==> src/rtl/samp_iter.sv <==
// Sample iterator: walks a step-aligned bounding box row-major and emits SAMPS
// horizontally adjacent sample positions per batch, together with the held triangle and colour.
module samp_iter #(
    parameter int SIGFIG = 24,
    parameter int RADIX  = 10,
    parameter int VERTS  = 3,
    parameter int AXIS   = 3,
    parameter int COLORS = 3,
    parameter int SAMPS  = 4
) (
    input  logic                     clk,
    input  logic                     rst,
    input  logic signed [SIGFIG-1:0] tri_R13S [VERTS][AXIS],
    input  logic        [SIGFIG-1:0] color_R13U [COLORS],
    input  logic signed [SIGFIG-1:0] box_R13S [2][2],
    input  logic                     validTri_R13H,
    input  logic        [3:0]        subSample_RnnnnU,
    output logic                     ready_R13H,
    input  logic                     stall_R14H,
    output logic signed [SIGFIG-1:0] tri_R14S [VERTS][AXIS],
    output logic        [SIGFIG-1:0] color_R14U [COLORS],
    output logic signed [SIGFIG-1:0] sample_R14S [2][SAMPS],
    output logic                     validSamp_R14H
);

    localparam int XW      = SIGFIG + 2;
    localparam int SAMP_SH = $clog2(SAMPS);

    typedef enum logic {ST_WAIT = 1'b0, ST_TEST = 1'b1} state_t;

    state_t state_q, state_d;

    logic signed [SIGFIG-1:0] tri_q   [VERTS][AXIS];
    logic signed [SIGFIG-1:0] tri_d   [VERTS][AXIS];
    logic        [SIGFIG-1:0] color_q [COLORS];
    logic        [SIGFIG-1:0] color_d [COLORS];
    logic signed [SIGFIG-1:0] samp_q  [2][SAMPS];
    logic signed [SIGFIG-1:0] samp_d  [2][SAMPS];

    logic signed [SIGFIG-1:0] llx_q, llx_d;
    logic signed [SIGFIG-1:0] urx_q, urx_d;
    logic signed [SIGFIG-1:0] ury_q, ury_d;
    logic signed [SIGFIG-1:0] x0_q, x0_d;
    logic signed [SIGFIG-1:0] y_q, y_d;
    logic        [SIGFIG-1:0] step_q, step_d;
    logic                     single_q, single_d;
    logic                     vld_q, vld_d;

    logic        [SIGFIG-1:0] step_in;
    logic signed [XW-1:0]     x0_ext, y_ext, step_ext, urx_ext, ury_ext;
    logic signed [XW-1:0]     nx, ny;
    logic                     adv_x, adv_y, last_batch;
    logic                     accept, consume;
    logic signed [SIGFIG-1:0] acc;

    // Unrecognised sample-rate codes fall back to one sample per pixel.
    always_comb begin
        case (subSample_RnnnnU)
            4'b0100: step_in = SIGFIG'(1) << (RADIX - 1);
            4'b0010: step_in = SIGFIG'(1) << (RADIX - 2);
            4'b0001: step_in = SIGFIG'(1) << (RADIX - 3);
            default: step_in = SIGFIG'(1) << RADIX;
        endcase
    end

    // Two guard bits keep the end-of-row/end-of-box compares honest near the top of the range.
    always_comb begin
        x0_ext     = XW'(x0_q);
        y_ext      = XW'(y_q);
        step_ext   = XW'(step_q);
        urx_ext    = XW'(urx_q);
        ury_ext    = XW'(ury_q);
        nx         = x0_ext + (step_ext <<< SAMP_SH);
        ny         = y_ext + step_ext;
        adv_x      = (nx <= urx_ext);
        adv_y      = (ny <= ury_ext);
        last_batch = single_q | (~adv_x & ~adv_y);
    end

    // FSM output logic
    always_comb begin
        ready_R13H = (state_q == ST_WAIT) & ~stall_R14H;
        accept     = validTri_R13H & ready_R13H;
        consume    = (state_q == ST_TEST) & ~stall_R14H;
    end

    // FSM next-state logic
    always_comb begin
        state_d = state_q;
        case (state_q)
            ST_WAIT: if (accept) state_d = ST_TEST;
            ST_TEST: if (consume && last_batch) state_d = ST_WAIT;
            default: state_d = ST_WAIT;
        endcase
    end

    // FSM state register
    always_ff @(posedge clk or posedge rst) begin
        if (rst) state_q <= ST_WAIT;
        else     state_q <= state_d;
    end

    always_comb begin
        tri_d    = tri_q;
        color_d  = color_q;
        llx_d    = llx_q;
        urx_d    = urx_q;
        ury_d    = ury_q;
        x0_d     = x0_q;
        y_d      = y_q;
        step_d   = step_q;
        single_d = single_q;
        vld_d    = vld_q;
        if (accept) begin
            tri_d    = tri_R13S;
            color_d  = color_R13U;
            llx_d    = box_R13S[0][0];
            urx_d    = box_R13S[1][0];
            ury_d    = box_R13S[1][1];
            x0_d     = box_R13S[0][0];
            y_d      = box_R13S[0][1];
            step_d   = step_in;
            // An inverted box on either axis still produces its single batch at ll.
            single_d = (box_R13S[1][0] < box_R13S[0][0]) | (box_R13S[1][1] < box_R13S[0][1]);
            vld_d    = 1'b1;
        end else if (consume) begin
            if (last_batch) begin
                vld_d = 1'b0;
            end else if (adv_x) begin
                x0_d = nx[SIGFIG-1:0];
            end else begin
                x0_d = llx_q;
                y_d  = ny[SIGFIG-1:0];
            end
        end
    end

    // Sample positions follow x0/y, so they hold whenever x0/y hold.
    always_comb begin
        acc = x0_d;
        for (int i = 0; i < SAMPS; i++) begin
            samp_d[0][i] = acc;
            samp_d[1][i] = y_d;
            acc          = acc + $signed(step_d);
        end
    end

    always_ff @(posedge clk or posedge rst) begin
        if (rst) begin
            for (int v = 0; v < VERTS; v++)
                for (int a = 0; a < AXIS; a++)
                    tri_q[v][a] <= '0;
            for (int c = 0; c < COLORS; c++)
                color_q[c] <= '0;
            for (int d = 0; d < 2; d++)
                for (int i = 0; i < SAMPS; i++)
                    samp_q[d][i] <= '0;
            llx_q    <= '0;
            urx_q    <= '0;
            ury_q    <= '0;
            x0_q     <= '0;
            y_q      <= '0;
            step_q   <= '0;
            single_q <= 1'b0;
            vld_q    <= 1'b0;
        end else begin
            tri_q    <= tri_d;
            color_q  <= color_d;
            samp_q   <= samp_d;
            llx_q    <= llx_d;
            urx_q    <= urx_d;
            ury_q    <= ury_d;
            x0_q     <= x0_d;
            y_q      <= y_d;
            step_q   <= step_d;
            single_q <= single_d;
            vld_q    <= vld_d;
        end
    end

    assign tri_R14S       = tri_q;
    assign color_R14U     = color_q;
    assign sample_R14S    = samp_q;
    assign validSamp_R14H = vld_q;

endmodule

==> config.mk <==
export PLATFORM = sky130hd
export DESIGN_NAME = samp_iter
export DESIGN_NICKNAME = d
export VERILOG_FILES = /design/src/rtl/samp_iter.sv
export SDC_FILE = /design/constraint.sdc
export NUM_CORES = 2
export LEC_CHECK = 0
export BUFFER_PORTS_ARGS = -buffer_cell sky130_fd_sc_hd__buf_2
export CAP_MARGIN = 10
export CORE_AREA = 2 2 338 340
export CTS_BUF_LIST = sky130_fd_sc_hd__clkbuf_2 sky130_fd_sc_hd__clkbuf_4 sky130_fd_sc_hd__clkbuf_8
export DETAILED_ROUTE_END_ITERATION = 16
export DIE_AREA = 0 0 340 342
export GPL_ROUTABILITY_DRIVEN = 0
export PLACE_DENSITY = 0.42
export SLEW_MARGIN = 10
export SYNTH_ARGS = -nofsm -noshare
export SYNTH_HDL_FRONTEND = slang
export SYNTH_SLANG_ARGS = --single-unit
==> constraint.sdc <==
create_clock -name clk -period 31.8 [get_ports clk]
set_input_delay 1.59 -clock clk [delete_from_list [all_inputs] [get_ports clk]]
set_output_delay 1.59 -clock clk [all_outputs]
set_load 0.03 [all_outputs]
==> run metrics <==
layout cell share with drive strength beyond 1 28.8%; Non-Filler Instances between 5000 and 6000; count of buffers from port buffering around 870; top_reg_cell synth dfrtp_1; Combinational Power Share about half; Via density roughly 4.3; final setup margin 19.72 ns; TritonCTS Buffers 100; GRT overflow 0; Max-Cap Viols 0; RSZ-0062 raised after global routing false; Max transition margin 28.6%; commonest non-fill, non-tap cells in the layout nand2_1, buf_2, dfrtp_1; Pre-antenna DRT Iters 5; Final setup viols 0; setup repair bufs after CTS 0; number of synthesized flops with an enable pin 0; CP arrival roughly 13 ns; # hold bufs at CTS 0; power share of the sequential group 29.2%; slowest CP cell nor2_1; final max-slew violation count 0; Total GRT Usage about 18%; synthesized flop and latch total 505; CP startpoint kind flip-flop; Syn Inst Count 2932; DP HPWL 86.6 mm; R2R cell count 53; Ports 874; Die Span Y 342 um; Bufs on Longest Clock Path 3; fin nets 4366; Mapped Nets around 3500; Core Area 113000 sq um; share of the synthesized area in the top cell type 48.1%; hold_sp tri_R14S[55]; row count 124; reg-to-reg setup timing slack 19.72 ns; Synth cell types 79; first-pass GRT wire length about 160 mm; Worst EP required 32.41 ns; initial core utilization roughly 23%; Hold Crit Depth 2; pwr dens 113 nW/um^2; H-tree depth 3; critical path class reg2reg; synthesis-to-layout area growth 30.2%; commonest non-fill, non-tap cell in the layout nand2_1; via count approximately 23000; Clock Skews 0.0403 ns; fin crit period 12.08 ns; synth top area cells dfrtp_1, nand2_1, ha_1; largest net degree at the start of global routing 189; sequential element share of the synthesized area 48.1%; leakage 18.9 nW; die width roughly 340 um; internal power 1.97 mW; outcome finished clean; post-synth top area cell dfrtp_1; post-cts gate resize count 0; Critical Path Max Stage Delay 0.62 ns; Critical Path Sink Type flip-flop; fmax roughly 83 MHz; Synth Area per Inst between 8 and 9 sq um; clock sinks 505; worst hold-check path type reg2reg; FFs w/ async S/R, synth 100%; Root Driver clkbuf_8; synthesized area between 20000 and 30000 sq um; clock network fraction of total power 20.2%; vias in the first global route around 23000; Clk pin slew, worst setup/hold paths about 0.06 ns; Clock Latency Late Sink roughly 0.75 ns; WL final approximately 110 mm; Hold Path End tri_R14S[55]; Max VDD drop 0.0000478 V; switching part of the total 48.9%; setup total negative slack 0 ns; Least-Margin Pin Slew 1.07 ns; Synth warnings 0; Placed Cells 5164; Routed wire per std cell 20.5 um; dpl ws 19.73 ns; critical-path maximum fanout 28; starting DRC count in detailed routing 1318; initial antenna violation count 40; period utilisation layout between 30 and 40%; CTS tree built; Hold Slack approximately 0.47 ns; Routed Antenna Nets 0; reg2reg start step_q[0]; switching power 1.89 mW; final hold violation count 0; reg2reg end sample_R14S[119]; DR DRC count 0; die footprint approximately 120000 sq um
logic make-up (layout without fill, tap and decap cells):
kind of cell               count (synthesis)  count (layout)  synth area share, %
and+or+nand+nor                         1329            1329                 20.6
other                                      0              19                    0
DFF                                      505             505                 48.1
AOI/OAI and AO/OA                        452             452                 11.3
buffers and inverters                    319            1225                 5.65
xor gates and xnor gates                 103             103                 3.57
muxes                                      4               4                0.157
adders and majority gates                220             220                 10.6
metal layers:
layer,up-vias,share of wire [%],GRT usage (%)
li1,11300,-,-
met2,757,43,26.6
met3,185,7.1,4.97
met5,-,0.033,0
met1,11000,47,25.6
met4,6,3.3,6.47
through the flow:
stage          instance area, sq um  power, mW  utilization [%]
6_report                      34200       3.86             30.2
5_1_grt                       34200       4.11             30.2
4_1_cts                       34100       3.90             30.2
3_5_place_dp                  31800       3.09             28.1
3_3_place_gp                  31800       3.09             28.1
2_1_floorplan                 26300       2.45                -
final cells by class:
cell class | count | area [sq um]
Inverter | 147 | 559
Timing Repair Buffer | 892 | 4540
Tap cell | 1512 | 1890
Clock buffer | 161 | 2000
Antenna cell | 19 | 47.5
Fill cell | 12200 | 78900
Sequential cell | 505 | 12600
Multi-Input combinational cell | 2108 | 12200
Clock inverter | 25 | 362
synthesized netlist by cell type, types with 7 or more instances:
cell type / n
nand2_1: 1079
o21ai_0: 115
a31oi_1: 10
or3_1: 10
nand2b_1: 17
nor3_1: 24
o21a_1: 18
a211oi_1: 12
clkbuf_1: 84
a21boi_0: 7
a211o_1: 8
and2_1: 22
nand3_1: 22
o211ai_1: 8
buf_1: 13
xor2_1: 21
a22oi_1: 21
nor2b_1: 20
xnor2_1: 79
nor2_1: 81
and3_1: 12
ha_1: 215
nand4_1: 18
dfrtp_1: 505
a21oi_1: 108
a21o_1: 60
o221ai_1: 15
o21bai_1: 9
inv_1: 147
buf_4: 74
o31ai_1: 7
state kept, by name, indices dropped and copies added (netlist names):
signal / count
tri_R14S: 216
color_R14U: 72
sample_R14S: 70
llx_q: 24
step_q: 24
urx_q: 24
ury_q: 24
x0_q: 24
y_q: 24
single_q: 1
state_q: 1
validSamp_R14H: 1
critical path, delay by kind of cell (launching register included):
family	cells	cell delay (ns)
AO/OA/AOI/OAI	29	6.31
XOR/XNOR	4	0.80
adder cells (fa/ha/maj)	7	2.12
buffers and inverters	4	0.63
flip-flops	1	0.40
AND/OR/NAND/NOR	9	1.65
power by group through the flow:
stage	logic [mW]	clock network [mW]	registers, mW
finish	1.95	0.779	1.12
global route	2.12	0.835	1.16
CTS	1.97	0.804	1.13
detailed placement	1.96	0	1.13
global placement	1.96	0	1.13
floorplan	0.903	0	1.55
worst max-delay path by stage:
stage          startpoint          endpoint  slack, ns  depth (start not counted)
3_3_place_gp    step_q[0]  sample_R14S[119]      19.91                         53
5_1_grt         step_q[0]  sample_R14S[119]      18.55                         54
3_5_place_dp    step_q[0]  sample_R14S[119]      19.73                         53
2_1_floorplan         rst     color_R14U[0]      16.11                          1
6_report        step_q[0]  sample_R14S[119]      19.72                         53
4_1_cts         step_q[0]  sample_R14S[119]      19.70                         53
Note: power is estimated with default switching activity, not from simulation.
